--- src/rtl/reorder_buffer.sv ---
// Circular in-order completion buffer: hands out ROB tags, resolves issue operands,
// snoops both CDB ports and retires in program order, raising flush on mispredict.
module reorder_buffer #(
  parameter int unsigned ROB_ID_WIDTH = 3,
  parameter int unsigned VAL_WIDTH    = 32,
  parameter int unsigned ADDR_WIDTH   = 32,
  parameter int unsigned OP_WIDTH     = 6,
  parameter logic [OP_WIDTH-1:0] OP_BRANCH = OP_WIDTH'(1),
  parameter logic [OP_WIDTH-1:0] OP_STORE  = OP_WIDTH'(2)
) (
  input  logic                    clk,
  input  logic                    rst_in,
  input  logic                    rdy_in,
  input  logic                    dec2rob_en,
  input  logic [OP_WIDTH-1:0]     op_type,
  input  logic [4:0]              rd,
  input  logic [ADDR_WIDTH-1:0]   nowPC,
  input  logic [ADDR_WIDTH-1:0]   jumpAddr,
  input  logic                    predTaken,
  input  logic [ROB_ID_WIDTH:0]   rf_lab1,
  input  logic [ROB_ID_WIDTH:0]   rf_lab2,
  input  logic [VAL_WIDTH-1:0]    rf_val1,
  input  logic [VAL_WIDTH-1:0]    rf_val2,
  output logic [ROB_ID_WIDTH:0]   label1,
  output logic [ROB_ID_WIDTH:0]   label2,
  output logic [VAL_WIDTH-1:0]    res1,
  output logic [VAL_WIDTH-1:0]    res2,
  output logic                    ready1,
  output logic                    ready2,
  output logic [ROB_ID_WIDTH:0]   newTag,
  output logic                    isFull,
  input  logic                    rs_cdbReady,
  input  logic                    lsb_cdbReady,
  input  logic [ROB_ID_WIDTH:0]   rs_cdb2lab,
  input  logic [ROB_ID_WIDTH:0]   lsb_cdb2lab,
  input  logic [VAL_WIDTH-1:0]    rs_cdb2val,
  input  logic [VAL_WIDTH-1:0]    lsb_cdb2val,
  output logic                    rob2rf_en,
  output logic [4:0]              rob2rf_rd,
  output logic [VAL_WIDTH-1:0]    rob2rf_val,
  output logic [ROB_ID_WIDTH:0]   rob2rf_tag,
  output logic                    rob2lsb_store,
  output logic [ROB_ID_WIDTH:0]   rob2lsb_tag,
  output logic                    flush,
  output logic [ADDR_WIDTH-1:0]   rob2if_pc
);
  localparam int unsigned ROB_SIZE = 1 << ROB_ID_WIDTH;
  localparam int unsigned TAG_W    = ROB_ID_WIDTH + 1;

  logic [ROB_SIZE-1:0]     busy_q;
  logic [ROB_SIZE-1:0]     ready_q;
  logic [ROB_SIZE-1:0]     pred_q;
  logic [OP_WIDTH-1:0]     op_q   [ROB_SIZE];
  logic [4:0]              rd_q   [ROB_SIZE];
  logic [VAL_WIDTH-1:0]    val_q  [ROB_SIZE];
  logic [ADDR_WIDTH-1:0]   pc_q   [ROB_SIZE];
  logic [ADDR_WIDTH-1:0]   jump_q [ROB_SIZE];
  logic [ROB_ID_WIDTH-1:0] head_q;
  logic [ROB_ID_WIDTH-1:0] tail_q;
  logic [TAG_W-1:0]        count_q;
  logic                    clr_pend_q;

  logic [ROB_ID_WIDTH-1:0] slot1, slot2, rs_slot, lsb_slot;
  logic [TAG_W-1:0]        head_tag;
  logic                    do_issue, do_commit, actual_taken;

  // tag = slot + 1, so tag 0 is free to mean "no producer"
  assign slot1    = ROB_ID_WIDTH'(rf_lab1 - TAG_W'(1));
  assign slot2    = ROB_ID_WIDTH'(rf_lab2 - TAG_W'(1));
  assign rs_slot  = ROB_ID_WIDTH'(rs_cdb2lab - TAG_W'(1));
  assign lsb_slot = ROB_ID_WIDTH'(lsb_cdb2lab - TAG_W'(1));
  assign head_tag = TAG_W'(head_q) + TAG_W'(1);

  assign isFull  = (count_q == TAG_W'(ROB_SIZE));
  assign newTag  = TAG_W'(tail_q) + TAG_W'(1);
  assign label1  = rf_lab1;
  assign label2  = rf_lab2;

  // a pending flush-clear freezes issue and retirement until the buffer is wiped
  assign do_issue     = dec2rob_en && !isFull && !clr_pend_q;
  assign do_commit    = !clr_pend_q && busy_q[head_q] && ready_q[head_q];
  assign actual_taken = val_q[head_q][0];

  // operand 1: committed value, finished entry, or same-cycle CDB bypass
  always_comb begin
    ready1 = 1'b1;
    res1   = rf_val1;
    if (rf_lab1 != '0) begin
      if (ready_q[slot1])                                 res1 = val_q[slot1];
      else if (rs_cdbReady && (rs_cdb2lab == rf_lab1))    res1 = rs_cdb2val;
      else if (lsb_cdbReady && (lsb_cdb2lab == rf_lab1))  res1 = lsb_cdb2val;
      else begin
        ready1 = 1'b0;
        res1   = '0;
      end
    end
  end

  always_comb begin
    ready2 = 1'b1;
    res2   = rf_val2;
    if (rf_lab2 != '0) begin
      if (ready_q[slot2])                                 res2 = val_q[slot2];
      else if (rs_cdbReady && (rs_cdb2lab == rf_lab2))    res2 = rs_cdb2val;
      else if (lsb_cdbReady && (lsb_cdb2lab == rf_lab2))  res2 = lsb_cdb2val;
      else begin
        ready2 = 1'b0;
        res2   = '0;
      end
    end
  end

  always_ff @(posedge clk) begin
    if (rst_in) begin
      busy_q        <= '0;
      ready_q       <= '0;
      head_q        <= '0;
      tail_q        <= '0;
      count_q       <= '0;
      clr_pend_q    <= 1'b0;
      rob2rf_en     <= 1'b0;
      rob2rf_rd     <= '0;
      rob2rf_val    <= '0;
      rob2rf_tag    <= '0;
      rob2lsb_store <= 1'b0;
      rob2lsb_tag   <= '0;
      flush         <= 1'b0;
      rob2if_pc     <= '0;
    end else begin
      rob2rf_en     <= 1'b0;
      rob2lsb_store <= 1'b0;
      flush         <= 1'b0;
      if (rdy_in) begin
        if (clr_pend_q) begin
          busy_q     <= '0;
          ready_q    <= '0;
          head_q     <= '0;
          tail_q     <= '0;
          count_q    <= '0;
          clr_pend_q <= 1'b0;
          rob2if_pc  <= '0;
        end else begin
          if (rs_cdbReady && (rs_cdb2lab != '0) && busy_q[rs_slot]) begin
            ready_q[rs_slot] <= 1'b1;
            val_q[rs_slot]   <= rs_cdb2val;
          end
          if (lsb_cdbReady && (lsb_cdb2lab != '0) && busy_q[lsb_slot]) begin
            ready_q[lsb_slot] <= 1'b1;
            val_q[lsb_slot]   <= lsb_cdb2val;
          end
          if (do_issue) begin
            busy_q[tail_q]  <= 1'b1;
            ready_q[tail_q] <= 1'b0;
            op_q[tail_q]    <= op_type;
            rd_q[tail_q]    <= rd;
            pc_q[tail_q]    <= nowPC;
            jump_q[tail_q]  <= jumpAddr;
            pred_q[tail_q]  <= predTaken;
            tail_q          <= tail_q + ROB_ID_WIDTH'(1);
          end
          if (do_commit) begin
            busy_q[head_q]  <= 1'b0;
            ready_q[head_q] <= 1'b0;
            head_q          <= head_q + ROB_ID_WIDTH'(1);
            if (op_q[head_q] == OP_BRANCH) begin
              if (actual_taken != pred_q[head_q]) begin
                flush      <= 1'b1;
                clr_pend_q <= 1'b1;
                rob2if_pc  <= actual_taken ? jump_q[head_q] : pc_q[head_q] + ADDR_WIDTH'(4);
              end
            end else if (op_q[head_q] == OP_STORE) begin
              rob2lsb_store <= 1'b1;
              rob2lsb_tag   <= head_tag;
            end else begin
              rob2rf_en  <= 1'b1;
              rob2rf_rd  <= rd_q[head_q];
              rob2rf_val <= val_q[head_q];
              rob2rf_tag <= head_tag;
            end
          end
          count_q <= count_q + TAG_W'(do_issue) - TAG_W'(do_commit);
        end
      end
    end
  end
endmodule

--- config.mk ---
export PLATFORM = sky130hd
export DESIGN_NAME = reorder_buffer
export DESIGN_NICKNAME = d
export VERILOG_FILES = /design/src/rtl/reorder_buffer.sv
export SDC_FILE = /design/constraint.sdc
export NUM_CORES = 1
export LEC_CHECK = 0
export CAP_MARGIN = 20
export CORE_AREA = 3 3 333 335
export CTS_CLUSTER_DIAMETER = 150
export DETAILED_ROUTE_END_ITERATION = 10
export DIE_AREA = 0 0 336 338
export GPL_TIMING_DRIVEN = 0
export PLACE_DENSITY = 0.7
export SKIP_LAST_GASP = 1
export SYNTH_ARGS = -nofsm -noshare
export SYNTH_HDL_FRONTEND = slang
export SYNTH_SLANG_ARGS = --single-unit
--- constraint.sdc ---
create_clock -name clk -period 15.4 [get_ports clk]
set_clock_uncertainty 0.2 [all_clocks]
set_input_delay 2.31 -clock clk [delete_from_list [all_inputs] [get_ports clk]]
set_output_delay 2.31 -clock clk [all_outputs]
set_load 0.005 [all_outputs]
==> metrics.csv <==
metric,value,unit
post-route-drc-count,0,
cp_cell_sequence,clkbuf_1 > clkbuf_1 > buf_1 > inv_1 > ha_1 > xor2_1 > mux2i_1 > clkbuf_1 > clkbuf_1 > a21oi_1 > o21ai_0 > clkdlybuf4s50_1,
period_minus_slack,10.74,ns
synth_top_area_share,0.548,
vias,31000,
antenna_found_initial,25,
synth_cells,3001,
ys_warn_count,0,
die_w,336,um
cpMostUsedCell,clkbuf_1,
grt-ovfl-total,0,
synthArstFlopShare,0,
cts_setup_buffers,0,
drive_above_1_share,0.267,
core,108000,sq um
tightest_slew,1.10,ns
status,"finished, final reports clean",
hpwlAfterDp,107000,um
report.final.hold_viol_count,0,
portBuffers,316,
synth_top_area_cell,edfxtp_1,
yosys-top-cells-area,"edfxtp_1, mux4_2, mux2_2",
worst_ep_required_time,12.89,ns
finalSetupViolations,0,
ys_seq_elements,974,
drt_wl_total,150000,um
path_buf_inv,7,
max_cap_viol_count,0,
cts_hold_buf,0,
ios,385,
synth_ff_type,edfxtp_1,
routabilityCongestion,0.902,
cp_slowest_stage_delay,0.84,ns
slew_violations,0,
dp_cells,4797,
grtUsageTotal,0.258,
final.period_utilization,0.698,
syn_area,47300,sq um
power_density,102,nW/um^2
slowest_stage,clkbuf_1,
die-area,114000,sq um
grt_pass1_vias,30408,
start_util,0.437,
clk-insertion-delay-late,0.70,ns
synthToLayoutAreaGrowth,20.3,%
hold_path.class,reg -> reg,
synth_edf_count,864,
clockBufferDepth,3,
multi_input_area,18000,sq um
crit_path_max_fanout,10,
cts_max_level,3,
fin_area,56900,sq um
layout_common_cells,"edfxtp_1, mux4_2, clkdlybuf4s50_1, mux2_2, clkbuf_1",
finalNonFillerCells,5015,
die_h,338,um
finalSetupTns,0,ns
relSlewSlack,0.269,
layout_commonest_cell,edfxtp_1,
cts_resized,0,
max_freq,0.0931,GHz
routedWlPerCell,29.8,um
clock_sinks,974,
dpl_cell_area,53400,sq um
crit_path_end_kind,output port,
rows,121,
grt_pass1_wl,212000,um
dr.first_iter.drc_count,4100,
rsz0062_at_grt,false,
path_clk_slew,0.06,ns
critPathTopFamily,buffers and inverters,
worstPathArrival,8.23,ns
numCtsBuffers,103,
critical_path_class,in -> out,
drt_pre_antenna_iters,5,
ys_types,74,
syn_nets,3242,
clock_tree.root_cell,clkbuf_16,
cts_tree,done,
crit_path_start_kind,input port,
nFillCells,8801,
power,5.80,mW
viasPerCell,6.18,
drtAntennaViolNets,0,
syn_area_per_cell,15.8,sq um
final_nets,3736,
seq_area_frac_synth,0.594,
grt_max_degree,25,
leakagePower,18.6,nW
seq_area,28100,sq um
ir_worst_vdd,0.0979,mV
Yosys cell counts (all sizes together) (5+ instances only):
cell type  count
a32oi         10
nor2         183
a21oi         97
o22ai          9
mux4         339
xor2          19
inv           33
a31oi         11
buf          118
ha            14
dfxtp        110
nand2        142
edfxtp       864
mux2i        158
nand4          8
a21o           5
and3           8
nor4          26
mux2         300
and2           7
nor3          20
nand2b         7
nand3         35
clkbuf       168
nor2b         11
a22oi         14
a211oi        16
xnor2         20
a221oi         7
a22o          70
o21ai        104
sequential cells by signal (all words and copies together) (netlist names), named ones only:
| name | count |
|---|---|
| busy_q | 8 |
| clr_pend_q | 1 |
| count_q | 4 |
| flush | 1 |
| head_q | 3 |
| jump_q | 256 |
| op_q | 48 |
| pc_q | 256 |
| pred_q | 8 |
| rd_q | 40 |
| ready_q | 8 |
| rob2if_pc | 32 |
| rob2lsb_store | 1 |
| rob2lsb_tag | 4 |
| rob2rf_en | 1 |
| rob2rf_rd | 5 |
| rob2rf_tag | 4 |
| rob2rf_val | 32 |
| tail_q | 3 |
| val_q | 256 |
power breakdown:
part / leakage [nW] / switching (mW) / internal [mW]
logic: 8.28 / 0.219 / 0.184
clock network: 1.64 / 1.08 / 1.42
registers: 8.66 / 0.00554 / 2.89
total: 18.6 / 1.30 / 4.49
through the flow:
step	worst slack [ns]	utilization	hold slack (ns)
after global routing	4.55	0.525	0.288
after detailed placement	4.40	0.492	0.251
after CTS	4.36	0.524	0.270
after global placement	-4.01	0.482	0.242
after floorplan	4.44	-	0.248
final	4.66	0.525	0.277
cell families after synthesis:
kind of cell               after synthesis  share of synthesized area
adders and majority gates               15                    0.00412
muxes                                  797                      0.266
and+or+nand+nor                        480                     0.0468
xor gates and xnor gates                39                    0.00737
buffers and inverters                  319                     0.0291
DFF                                    974                      0.594
AOI/OAI and AO/OA                      377                     0.0522
worst paths after layout:
path                     start       endpoint  slack (ns)  cells after the start
hold reg to reg   rob2rf_rd[2]   rob2rf_rd[2]        0.28                      2
setup / recovery    rf_lab2[0]       res2[31]        4.66                     12
setup reg to reg     flip-flop  rob2if_pc[12]       10.51                     15
hold / removal    rob2rf_rd[2]   rob2rf_rd[2]        0.28                      2
tightest hold or removal path, delay by kind of cell, from the launching register on:
| family | cells | cell delay [ns] |
|---|---|---|
| AOI/OAI and AO/OA | 1 | 0.05 |
| DFF | 1 | 0.32 |
| and+or+nand+nor | 1 | 0.06 |
area by class of cell:
class | instances | area share
well taps | 1414 | 0.0311
clock inverters | 67 | 0.0126
inverters | 33 | 0.00218
flip-flops and latches | 974 | 0.494
repair buffers | 389 | 0.0739
clock buffers | 128 | 0.0473
diodes | 16 | 0.000703
plain buffers | 286 | 0.0220
multi-input cells | 1708 | 0.316
per-layer routing:
| layer | GRT usage | share of wire | up-vias |
|---|---|---|---|
| met4 | 0.0970 | 0.037 | 20 |
| met2 | 0.433 | 0.49 | 1881 |
| met1 | 0.322 | 0.36 | 15721 |
| li1 | - | - | 13029 |
| met3 | 0.0681 | 0.11 | 349 |
| met5 | 0 | 0.00086 | - |
Power figures use the tool's default switching activity.
